<file path="config.mk">
export PLATFORM = sky130hd
export DESIGN_NAME = uba_intr_arbiter
export DESIGN_NICKNAME = d
export VERILOG_FILES = /design/src/rtl/uba_intr_arbiter.sv
export SDC_FILE = /design/constraint.sdc
export NUM_CORES = 1
export LEC_CHECK = 0
export BUFFER_PORTS_ARGS = -buffer_cell sky130_fd_sc_hd__buf_4
export CORE_ASPECT_RATIO = 0.9
export CORE_MARGIN = 8
export CORE_UTILIZATION = 25
export CTS_BUF_LIST = sky130_fd_sc_hd__clkbuf_4 sky130_fd_sc_hd__clkbuf_8
export CTS_CLUSTER_SIZE = 16
export DETAILED_ROUTE_END_ITERATION = 16
export SYNTH_ARGS = -nofsm -noshare
export SYNTH_HDL_FRONTEND = slang
export SYNTH_SLANG_ARGS = --single-unit
</file>
<file path="constraint.sdc">
create_clock -name clk -period 11.5 [get_ports clk]
set_input_delay 2.3 -clock clk [delete_from_list [all_inputs] [get_ports clk]]
set_output_delay 2.3 -clock clk [all_outputs]
set_load 0.05 [all_outputs]
</file>
<file path="src/rtl/uba_intr_arbiter.sv">
// UNIBUS interrupt-acknowledge ("who are you") sequencer for one UBA: picks a
// requesting device/BR for the PI level being acknowledged, grants it, and returns its vector.
module uba_intr_arbiter #(
    parameter int unsigned TIMEOUT = 64,
    parameter bit          RROBIN  = 1'b1
) (
    input  logic        clk,
    input  logic        rst,
    input  logic        wruREQ,
    input  logic [2:0]  wruPI,
    input  logic [2:0]  statPIH,
    input  logic [2:0]  statPIL,
    input  logic [7:4]  devINTR [1:5],
    output logic [7:4]  devACKO [1:5],
    input  logic        devACKR,
    input  logic [15:0] devVECT,
    output logic        wruACK,
    output logic [15:0] wruVECT,
    output logic        wruNXD,
    output logic        busy
);

    typedef enum logic [1:0] {IDLE, ARB, ACK, DONE} state_t;

    state_t            state_q, state_d;
    logic [2:0]        pi_q, pi_d;
    logic [2:0]        dev_q, dev_d;
    logic [1:0]        brx_q, brx_d;
    logic [7:0]        cnt_q, cnt_d;
    logic [19:0]       acko_q, acko_d;
    logic              ack_q, ack_d;
    logic [15:0]       vect_q, vect_d;
    logic              nxd_q, nxd_d;
    logic              busy_q, busy_d;
    logic [3:0][2:0]   ptr_q, ptr_d;

    // req_br[b][d-1]: device d requesting BR(b+4)
    logic [4:0]        req_br [4];
    logic              grp_hi, grp_lo, sel_valid;
    logic [1:0]        sel_brx;
    logic [2:0]        sel_dev, start;
    logic [3:0]        cand;

    always_comb begin
        for (int b = 0; b < 4; b++) begin
            for (int d = 1; d <= 5; d++) begin
                req_br[b][d-1] = devINTR[d][b+4];
            end
        end
    end

    // Search starts just after the pointer; fixed priority starts after device 5.
    always_comb begin
        grp_hi  = (pi_q != 3'd0) && (pi_q == statPIH) && (|req_br[3] || |req_br[2]);
        grp_lo  = (pi_q != 3'd0) && (pi_q == statPIL) && (|req_br[1] || |req_br[0]);
        sel_brx = 2'd0;
        if (grp_hi) begin
            sel_brx = (|req_br[3]) ? 2'd3 : 2'd2;
        end else if (grp_lo) begin
            sel_brx = (|req_br[1]) ? 2'd1 : 2'd0;
        end
        start     = RROBIN ? ptr_q[sel_brx] : 3'd5;
        sel_valid = 1'b0;
        sel_dev   = 3'd1;
        cand      = 4'd1;
        for (int k = 1; k <= 5; k++) begin
            cand = {1'b0, start} + 4'(k);
            if (cand > 4'd5) begin
                cand = cand - 4'd5;
            end
            if (!sel_valid && (grp_hi || grp_lo) && req_br[sel_brx][cand - 4'd1]) begin
                sel_valid = 1'b1;
                sel_dev   = cand[2:0];
            end
        end
    end

    always_comb begin
        state_d = state_q;
        pi_d    = pi_q;
        dev_d   = dev_q;
        brx_d   = brx_q;
        cnt_d   = cnt_q;
        acko_d  = acko_q;
        ack_d   = 1'b0;
        vect_d  = vect_q;
        nxd_d   = nxd_q;
        ptr_d   = ptr_q;
        case (state_q)
            IDLE: begin
                if (wruREQ) begin
                    pi_d    = wruPI;
                    state_d = ARB;
                end
            end
            ARB: begin
                if (sel_valid) begin
                    dev_d   = sel_dev;
                    brx_d   = sel_brx;
                    cnt_d   = 8'd0;
                    acko_d  = 20'd1 << {sel_dev - 3'd1, sel_brx};
                    state_d = ACK;
                end else begin
                    ack_d   = 1'b1;
                    nxd_d   = 1'b1;
                    vect_d  = 16'd0;
                    state_d = DONE;
                end
            end
            ACK: begin
                // The acknowledge takes precedence over a coincident terminal count.
                if (devACKR) begin
                    vect_d       = devVECT;
                    nxd_d        = 1'b0;
                    ack_d        = 1'b1;
                    acko_d       = 20'd0;
                    ptr_d[brx_q] = dev_q;
                    state_d      = DONE;
                end else if (cnt_q == 8'(TIMEOUT - 1)) begin
                    vect_d  = 16'd0;
                    nxd_d   = 1'b1;
                    ack_d   = 1'b1;
                    acko_d  = 20'd0;
                    state_d = DONE;
                end else begin
                    cnt_d = cnt_q + 8'd1;
                end
            end
            DONE: begin
                state_d = IDLE;
            end
            default: begin
                state_d = IDLE;
            end
        endcase
        busy_d = (state_d != IDLE);
    end

    always_ff @(posedge clk or negedge rst) begin
        if (!rst) begin
            state_q <= IDLE;
            pi_q    <= 3'd0;
            dev_q   <= 3'd1;
            brx_q   <= 2'd0;
            cnt_q   <= 8'd0;
            acko_q  <= 20'd0;
            ack_q   <= 1'b0;
            vect_q  <= 16'd0;
            nxd_q   <= 1'b0;
            busy_q  <= 1'b0;
            ptr_q   <= {4{3'd5}};
        end else begin
            state_q <= state_d;
            pi_q    <= pi_d;
            dev_q   <= dev_d;
            brx_q   <= brx_d;
            cnt_q   <= cnt_d;
            acko_q  <= acko_d;
            ack_q   <= ack_d;
            vect_q  <= vect_d;
            nxd_q   <= nxd_d;
            busy_q  <= busy_d;
            ptr_q   <= ptr_d;
        end
    end

    for (genvar d = 1; d <= 5; d++) begin : g_acko
        assign devACKO[d] = acko_q[(d-1)*4 +: 4];
    end

    assign wruACK  = ack_q;
    assign wruVECT = vect_q;
    assign wruNXD  = nxd_q;
    assign busy    = busy_q;

endmodule

</file>
=== After elaboration in Yosys (flattened, before gate mapping) ===
Cells that the tools add are included.

* Input bits: 49
* Output and inout port bits: 39
* Word-level logic and storage cells: 155
* Register bits: 69

* Equality and inequality tests: 11
* Multiplexer cells: 62
* Order comparisons: 14
* $add $sub $neg: 17
* Reduce and logical (&&, ||, !) cells: 35
* Shift-type cells: 1
* Bitwise gates (word level): 1

{| class="wikitable"
|+ Operators by type and width
! operator !! number
|-
| 20-bit two-way mux || 3
|-
| 16-bit two-way mux || 3
|-
| 20-bit one-hot mux with 2 select lines || 1
|-
| 16-bit one-hot mux with 2 select lines || 1
|-
| 8-bit two-way mux || 3
|-
| 3-bit two-way mux || 7
|-
| 4-bit by 3-bit greater-than comparator with 1-bit output (second input constant) || 5
|-
| 4-bit < comparator (second input constant) || 5
|-
| 1-bit two-way mux || 20
|-
| 4-bit two-way mux || 5
|-
| 5-bit OR reduction || 4
|-
| 1-bit by 5-bit << shifter with 20-bit output (first input constant) || 1
|-
| 4-bit by 1-bit subtractor with 4-bit output (second input constant) || 5
|-
| 4-bit by 3-bit subtractor with 4-bit output (second input constant) || 5
|-
| 8-bit one-hot mux with 2 select lines || 1
|-
| 1-bit binary-select mux with 3-bit select || 5
|-
| 1-bit logical AND || 14
|-
| 12-bit bitwise mux || 1
|-
| 5-bit binary-select mux with 2-bit select || 1
|-
| 5-bit two-way mux || 2
|-
| 3-bit by 2-bit adder with 4-bit output (second input constant) || 2
|-
| 3-bit by 3-bit adder with 4-bit output (second input constant) || 2
|-
| 8-bit by 1-bit adder with 8-bit output (second input constant) || 1
|-
| 8-bit by 6-bit equality test with 1-bit output (second input constant) || 1
|-
| other kinds (24) || 43
|}

=== Longest topological paths before layout ===
* Depth after elaboration: 35
* Mapped depth: 27
* Depth with buffers taken out: 24

=== Worst setup path before layout ===
Ideal clock, no wire load.

* Kind: input -> register
* From: input port statPIH[0]
* To: register acko_q[12]
* Data required time: 11,408 ps
* Stages on the path: 24
* Data arrival time: 7,951 ps
* Slack: 3,458 ps
* Setup time: 92 ps
* Cell sequence: xor2_1 -> or4_4 -> buf_6 -> o2111a_2 -> nor3_4 -> buf_2 -> inv_1 -> ha_1 -> nor2_1 -> a41oi_1 -> mux2i_1 -> inv_1 -> ha_1 -> mux2_2 -> mux2i_1 -> mux2_2 -> a31oi_4 -> o32a_1 -> o21ai_4 -> inv_4 -> buf_6 -> ha_1 -> or4_4 -> o31ai_2

* Longest elaborated chain between the ends: 34
* Elaborated cells between the ends (all ways): 75
* Classes of those cells: 16 x add/sub; 5 x order compare; 2 x eq/ne; 1 x shift; 33 x mux; 1 x bitwise; 17 x reduce/logical

{| class="wikitable"
|+ RTL lines
! what !! line !! source
|-
| from (decl) || 11 || <nowiki>input logic [2:0] statPIH,</nowiki>
|-
| 3-bit equality test * || 54 || <nowiki>grp_hi = (pi_q != 3'd0) && (pi_q == statPIH) && (|req_br[3] || |req_br[2]);</nowiki>
|-
| 1-bit logical AND * (2 in a row) || 54 ||
|-
| 2-bit two-way mux || 57 || <nowiki>if (grp_hi) begin</nowiki>
|-
| 3-bit binary-select mux with 2-bit select || 62 || <nowiki>start = RROBIN ? ptr_q[sel_brx] : 3'd5;</nowiki>
|-
| 3-bit two-way mux (implied by the code) || 62 ||
|-
| 3-bit by 1-bit adder with 4-bit output || 67 || <nowiki>cand = {1'b0, start} + 4'(k);</nowiki>
|-
| 4-bit by 3-bit subtractor with 4-bit output or 4-bit by 3-bit greater-than comparator with 1-bit output (tied branches) || 69, 68 ||
|-
| 4-bit two-way mux || 68 || <nowiki>if (cand > 4'd5) begin</nowiki>
|-
| [... 16 more ...] || - ||
|-
| 1-bit two-way mux || 71 || <nowiki>if (!sel_valid && (grp_hi || grp_lo) && req_br[sel_brx][cand - 4'd1]) begin</nowiki>
|-
| 1-bit zero test || 71 ||
|-
| 1-bit logical AND (2 in a row) || 71 ||
|-
| 3-bit two-way mux || 71 ||
|-
| 3-bit by 1-bit subtractor with 3-bit output || 101 || <nowiki>acko_d = 20'd1 << {sel_dev - 3'd1, sel_brx};</nowiki>
|-
| 1-bit by 5-bit << shifter with 20-bit output || 101 ||
|-
| 20-bit two-way mux || 97 || <nowiki>if (sel_valid) begin</nowiki>
|-
| 20-bit one-hot mux with 2 select lines || 89 || <nowiki>case (state_q)</nowiki>
|-
| to (signal assigned) || 158 || <nowiki>acko_q <= acko_d;</nowiki>
|-
| to (decl) || 30 || <nowiki>logic [19:0] acko_q, acko_d;</nowiki>
|}

Mark *: on every way between the ends. The rest lies on a longest branch, timed or not. The select of a mux whose other input is x is not followed.
A chain may end at the register's enable or synchronous reset.

=== Worst setup path in the final report ===
* From: input port statPIL[0]
* To: register acko_q[8]

* Longest elaborated chain between the ends: 35
* Elaborated cells between the ends (all ways): 76
* Classes of those cells: 16 x add/sub; 5 x order compare; 2 x eq/ne; 1 x shift; 34 x mux; 1 x bitwise; 17 x reduce/logical

{| class="wikitable"
|+ RTL lines
! what !! line !! source
|-
| from (decl) || 12 || <nowiki>input logic [2:0] statPIL,</nowiki>
|-
| 3-bit equality test * || 55 || <nowiki>grp_lo = (pi_q != 3'd0) && (pi_q == statPIL) && (|req_br[1] || |req_br[0]);</nowiki>
|-
| 1-bit logical AND * (2 in a row) || 55 ||
|-
| 1-bit two-way mux || 59 || <nowiki>end else if (grp_lo) begin</nowiki>
|-
| 2-bit two-way mux || 57 ||
|-
| 3-bit binary-select mux with 2-bit select || 62 ||
|-
| 3-bit two-way mux (implied by the code) || 62 ||
|-
| 3-bit by 1-bit adder with 4-bit output || 67 ||
|-
| 4-bit by 3-bit subtractor with 4-bit output or 4-bit by 3-bit greater-than comparator with 1-bit output (tied branches) || 69, 68 ||
|-
| [... 17 more ...] || - ||
|-
| 1-bit two-way mux || 71 ||
|-
| 1-bit zero test || 71 ||
|-
| 1-bit logical AND (2 in a row) || 71 ||
|-
| 3-bit two-way mux || 71 ||
|-
| 3-bit by 1-bit subtractor with 3-bit output || 101 ||
|-
| 1-bit by 5-bit << shifter with 20-bit output || 101 ||
|-
| 20-bit two-way mux || 97 ||
|-
| 20-bit one-hot mux with 2 select lines || 89 ||
|}

Marked as above.

==> flow_results.org <==
** Placed design
- Number of port buffers :: 87
- Once detailed placement completed, the half-perimeter wirelength came to 10580 um.
- Routability-driven placement finished with a final weighted congestion of 0.9400.
- In this run, placement finished with an instance count of 788.

** Synthesis
- After synthesis, the share of flip-flops with an asynchronous set or reset is 1.000.
- Number of register bits inferred by synthesis :: 69
- After synthesis, the mean cell area works out to 10.06 um2.
- The synthesized design contains 0 enable-type register cells.
- Main combinational cell family by area after synthesis :: compound AO/OA/AOI/OAI gates
- Of the post-synthesis cell area, the part taken by muxes is 0.09471.
- Synthesis produced a netlist with a net count of 539.
- Distinct cell type count after synthesis :: 85
- Predominant post-synthesis flop cell :: dfrtp_1
- The Yosys step of the flow raised 0 warnings.
- The complex-gate fraction of the synthesized area is 0.2217.
- Number of standard cells after synthesis :: 470
- Adder and majority gate portion of the synthesized area :: 0.05291
- The mapped netlist covers 4730 um2.
- Of the total synthesized cell area, the portion taken by AND, OR, NAND and NOR gates is 0.1759.
- Share of the synthesized netlist area taken by xor and xnor gates :: 0.04815
- Fraction of the yosys area taken by sequential cells :: 0.3675

** Floorplan
- Measured along the x axis, the die boundary spans 161.0 um.
- From bottom edge to top edge, the die measures 146.5 um.
- # rows :: 47
- The total area inside the core boundary comes to 18470 um2.
- The die covers 23580 um2.
- The initial utilization of the core area, before any placement, comes to 0.2561.
- For this design the top-level I/O count stands at 88.

** STA
- For the final routed database, the setup TNS stands at 0 ns.
- Clock Skew :: 0.009318 ns
- For the pin with the worst max-slew slack, the measured transition is 1.020 ns.
- Setup violations remaining at the end of the flow were counted as 0.
- Number of hold violations in the final report :: 0
- The final count of pins violating max slew is 0.
- Measured against its own limit, the worst slew margin works out to 0.3178.
- Fmax :: 116.9 MHz
- In the finished design, the share of the clock period the worst path needs comes to 0.7440.
- For the finished layout, the period the worst path requires is 8.556 ns.
- Unrepaired setup endpoints after global routing :: no

** Global route
- Global Route Usage Sum :: 0.1155
- Vias in the first global route :: 3864
- The number of antenna violations at the first check in global routing is 0.
- Entering global routing, the biggest net connects 70 pins.
- The first global-routing pass estimated 21880 um of wire.
- The total overflow left after global routing is 0.

** Clocking
- Buffers inserted to repair hold after CTS numbered 0.
- Worst-Skew Late Latency :: 0.36 ns
- H-tree Lvls :: 3
- Once the clock tree was built, the setup fixing pass inserted 0 buffers.
- The number of gates resized after CTS was 0.
- The clock drives 69 sinks.
- In this run, CTS created clock tree buffers numbering 9.
- Clock-pin transition on the worst setup and hold timing paths :: 0.09 ns
- CTS Root Buffer Type :: clkbuf_8
- TritonCTS built the clock tree.
- Clk buf depth :: 2

** Route
- Antenna-violating nets left :: 0
- In this run, the number of DRC markers left after iteration 0 of detailed routing was 294.
- Before antenna repair, the detailed router went through 4 iterations.
- Dividing the detail-routed wire length by the instance count gives 16.90 um.
- DR DRC count :: 0
- Using the TritonRoute via totals, the vias-per-cell ratio works out to 4.939.
- Detailed routing inserted a total of 3971 vias.
- Total detailed-routing wirelength :: 13590 um

** Status
- Status :: completed

** Finish
- Post-Layout Cell Count :: 804
- For this run, the post-layout net count is 623.
- The number of antenna diodes in the final layout is 0.
- P&R area growth vs syn :: 22.62%
- Of the cells placed in the final design, the portion with a size suffix greater than 1 is 0.3148.

** Setup path
- Number of buffer and inverter instances along the worst setup path :: 4
- Critical Path Sink Type :: flip-flop
- The worst setup path is launched from an input pin.
- Top cell by count, worst path :: ha_1
- Critical setup path kind :: input pin to flip-flop
- The largest single stage delay on the critical path is 0.67 ns.
- Critical Path Fanout Max :: 16
- Family with the most delay on the worst path :: simple AND/OR/NAND/NOR gates
- Walking the worst path, the cells encountered are buf_4, xor2_1, or4_1, o221a_2, nor3_4, inv_1, ha_1, nor2_1, a41oi_1, mux2i_1, inv_1, ha_1, mux2_2, mux2i_1, mux2_2, a31oi_4, o32a_1, o21ai_4, inv_4, ha_1, or4_4, o31ai_2.
- For this design, the slowest cell found on the critical path is or4_1.
- Data on the critical path arrives at its endpoint at 8.82 ns.
- Req. time, crit path :: 11.77 ns

** Flow run
- The tool flagged a number of max-cap violations equal to 0.

** Hold path
- Hold Path Class :: flip-flop to flip-flop
==> final timing paths <==
| path | cells past startpoint | start | end | slack [ns] |
|---|---|---|---|---|
| hold reg to reg | 2 | acko_q[6] | acko_q[6] | 0.49 |
| setup / recovery | 22 | statPIL[0] | acko_q[8] | 2.94 |
| setup reg to reg | 21 | pi_q[2] | acko_q[8] | 4.53 |
| max in group asynchronous | 1 | rst | cnt_q[2] | 8.87 |
| min in group asynchronous | 1 | rst | wruVECT[14] | 2.06 |
| hold / removal | 2 | acko_q[6] | acko_q[6] | 0.49 |
==> placed cells by master (no fill, tap or decap), drive strengths merged, types with 6 or more instances in the layout <==
cell	Yosys	routed
mux2i	15	15
o21ai	22	22
nand4	6	6
nor3	15	15
inv	22	27
nor2	32	32
xnor2	13	13
dfstp	9	9
a21oi	12	12
nand3	12	12
clkbuf	6	9
nor4	6	6
mux2	19	19
a22o	18	18
xor2	10	10
dfrtp	60	60
nand2	52	52
ha	20	20
o31ai	23	23
nor3b	6	6
buf	10	89
or4	7	7
==> layer usage <==
layer	share of wire	wire [um]	track usage
met5	0	0	0
met1	0.48	6473	0.1553
met3	0.047	639	0.02979
met4	0.028	382	0.04579
met2	0.45	6092	0.1730
==> tightest hold or removal path, cell delays in order, from the launching register on <==
cell and delay [ns]:
dfrtp_1 0.35, nand2_1 0.05, o31ai_1 0.06
==> state kept, by name, indices dropped and copies added, names as in the netlist <==
name     count
ptr_q       12
pi_q         3
wruNXD       1
state_q      2
wruVECT     16
dev_q        3
wruACK       1
acko_q      20
busy         1
brx_q        2
cnt_q        8
==> cells by family after synthesis <==
kind of cell,Yosys count
xor gates and xnor gates,23
muxes,37
buffers and inverters,38
and+or+nand+nor,158
adders and majority gates,20
DFF,69
AOI/OAI and AO/OA,125
==> final cells by class <==
type | instances | area, um2
flip-flops and latches | 69 | 1738
clock inverters | 7 | 65.06
inverters | 22 | 85.08
well taps | 245 | 306.5
multi-input cells | 363 | 2813
clock buffers | 9 | 123.9
fillers | 1954 | 12670
repair buffers | 89 | 668.1
==> synthesized netlist by cell type, drive strengths merged (7+ instances only) <==
| library cell | instances | area (um2) |
|---|---|---|
| mux2i | 15 | 166.4 |
| or4 | 7 | 63.81 |
| a22o | 18 | 157.7 |
| inv | 22 | 85.08 |
| o31ai | 23 | 216.5 |
| ha | 20 | 250.2 |
| o21ai | 22 | 121.4 |
| buf | 10 | 77.57 |
| nand2 | 52 | 195.2 |
| dfrtp | 60 | 1501 |
| nor3 | 15 | 91.34 |
| mux2 | 19 | 214.0 |
| dfstp | 9 | 236.5 |
| nand3 | 12 | 65.06 |
| nor2 | 32 | 130.1 |
| xnor2 | 13 | 132.6 |
| a21oi | 12 | 60.06 |
| xor2 | 10 | 95.10 |
==> metrics by stage <==
step | util | area [um2] | hold slack, ns | worst slack [ns]
after floorplan | - | 4730 | 0.4612 | 3.458
after global placement | 0.3038 | 5610 | 0.4735 | 2.769
after global routing | 0.3141 | 5799 | 0.5207 | 2.462
after detailed placement | 0.3038 | 5610 | 0.4771 | 2.662
after CTS | 0.3141 | 5799 | 0.4982 | 3.025
final | 0.3141 | 5799 | 0.4917 | 2.944
Power is left out: the tool's default activity adds up to more than one toggle a clock period on the data nets, which glitch-free logic cannot reach.
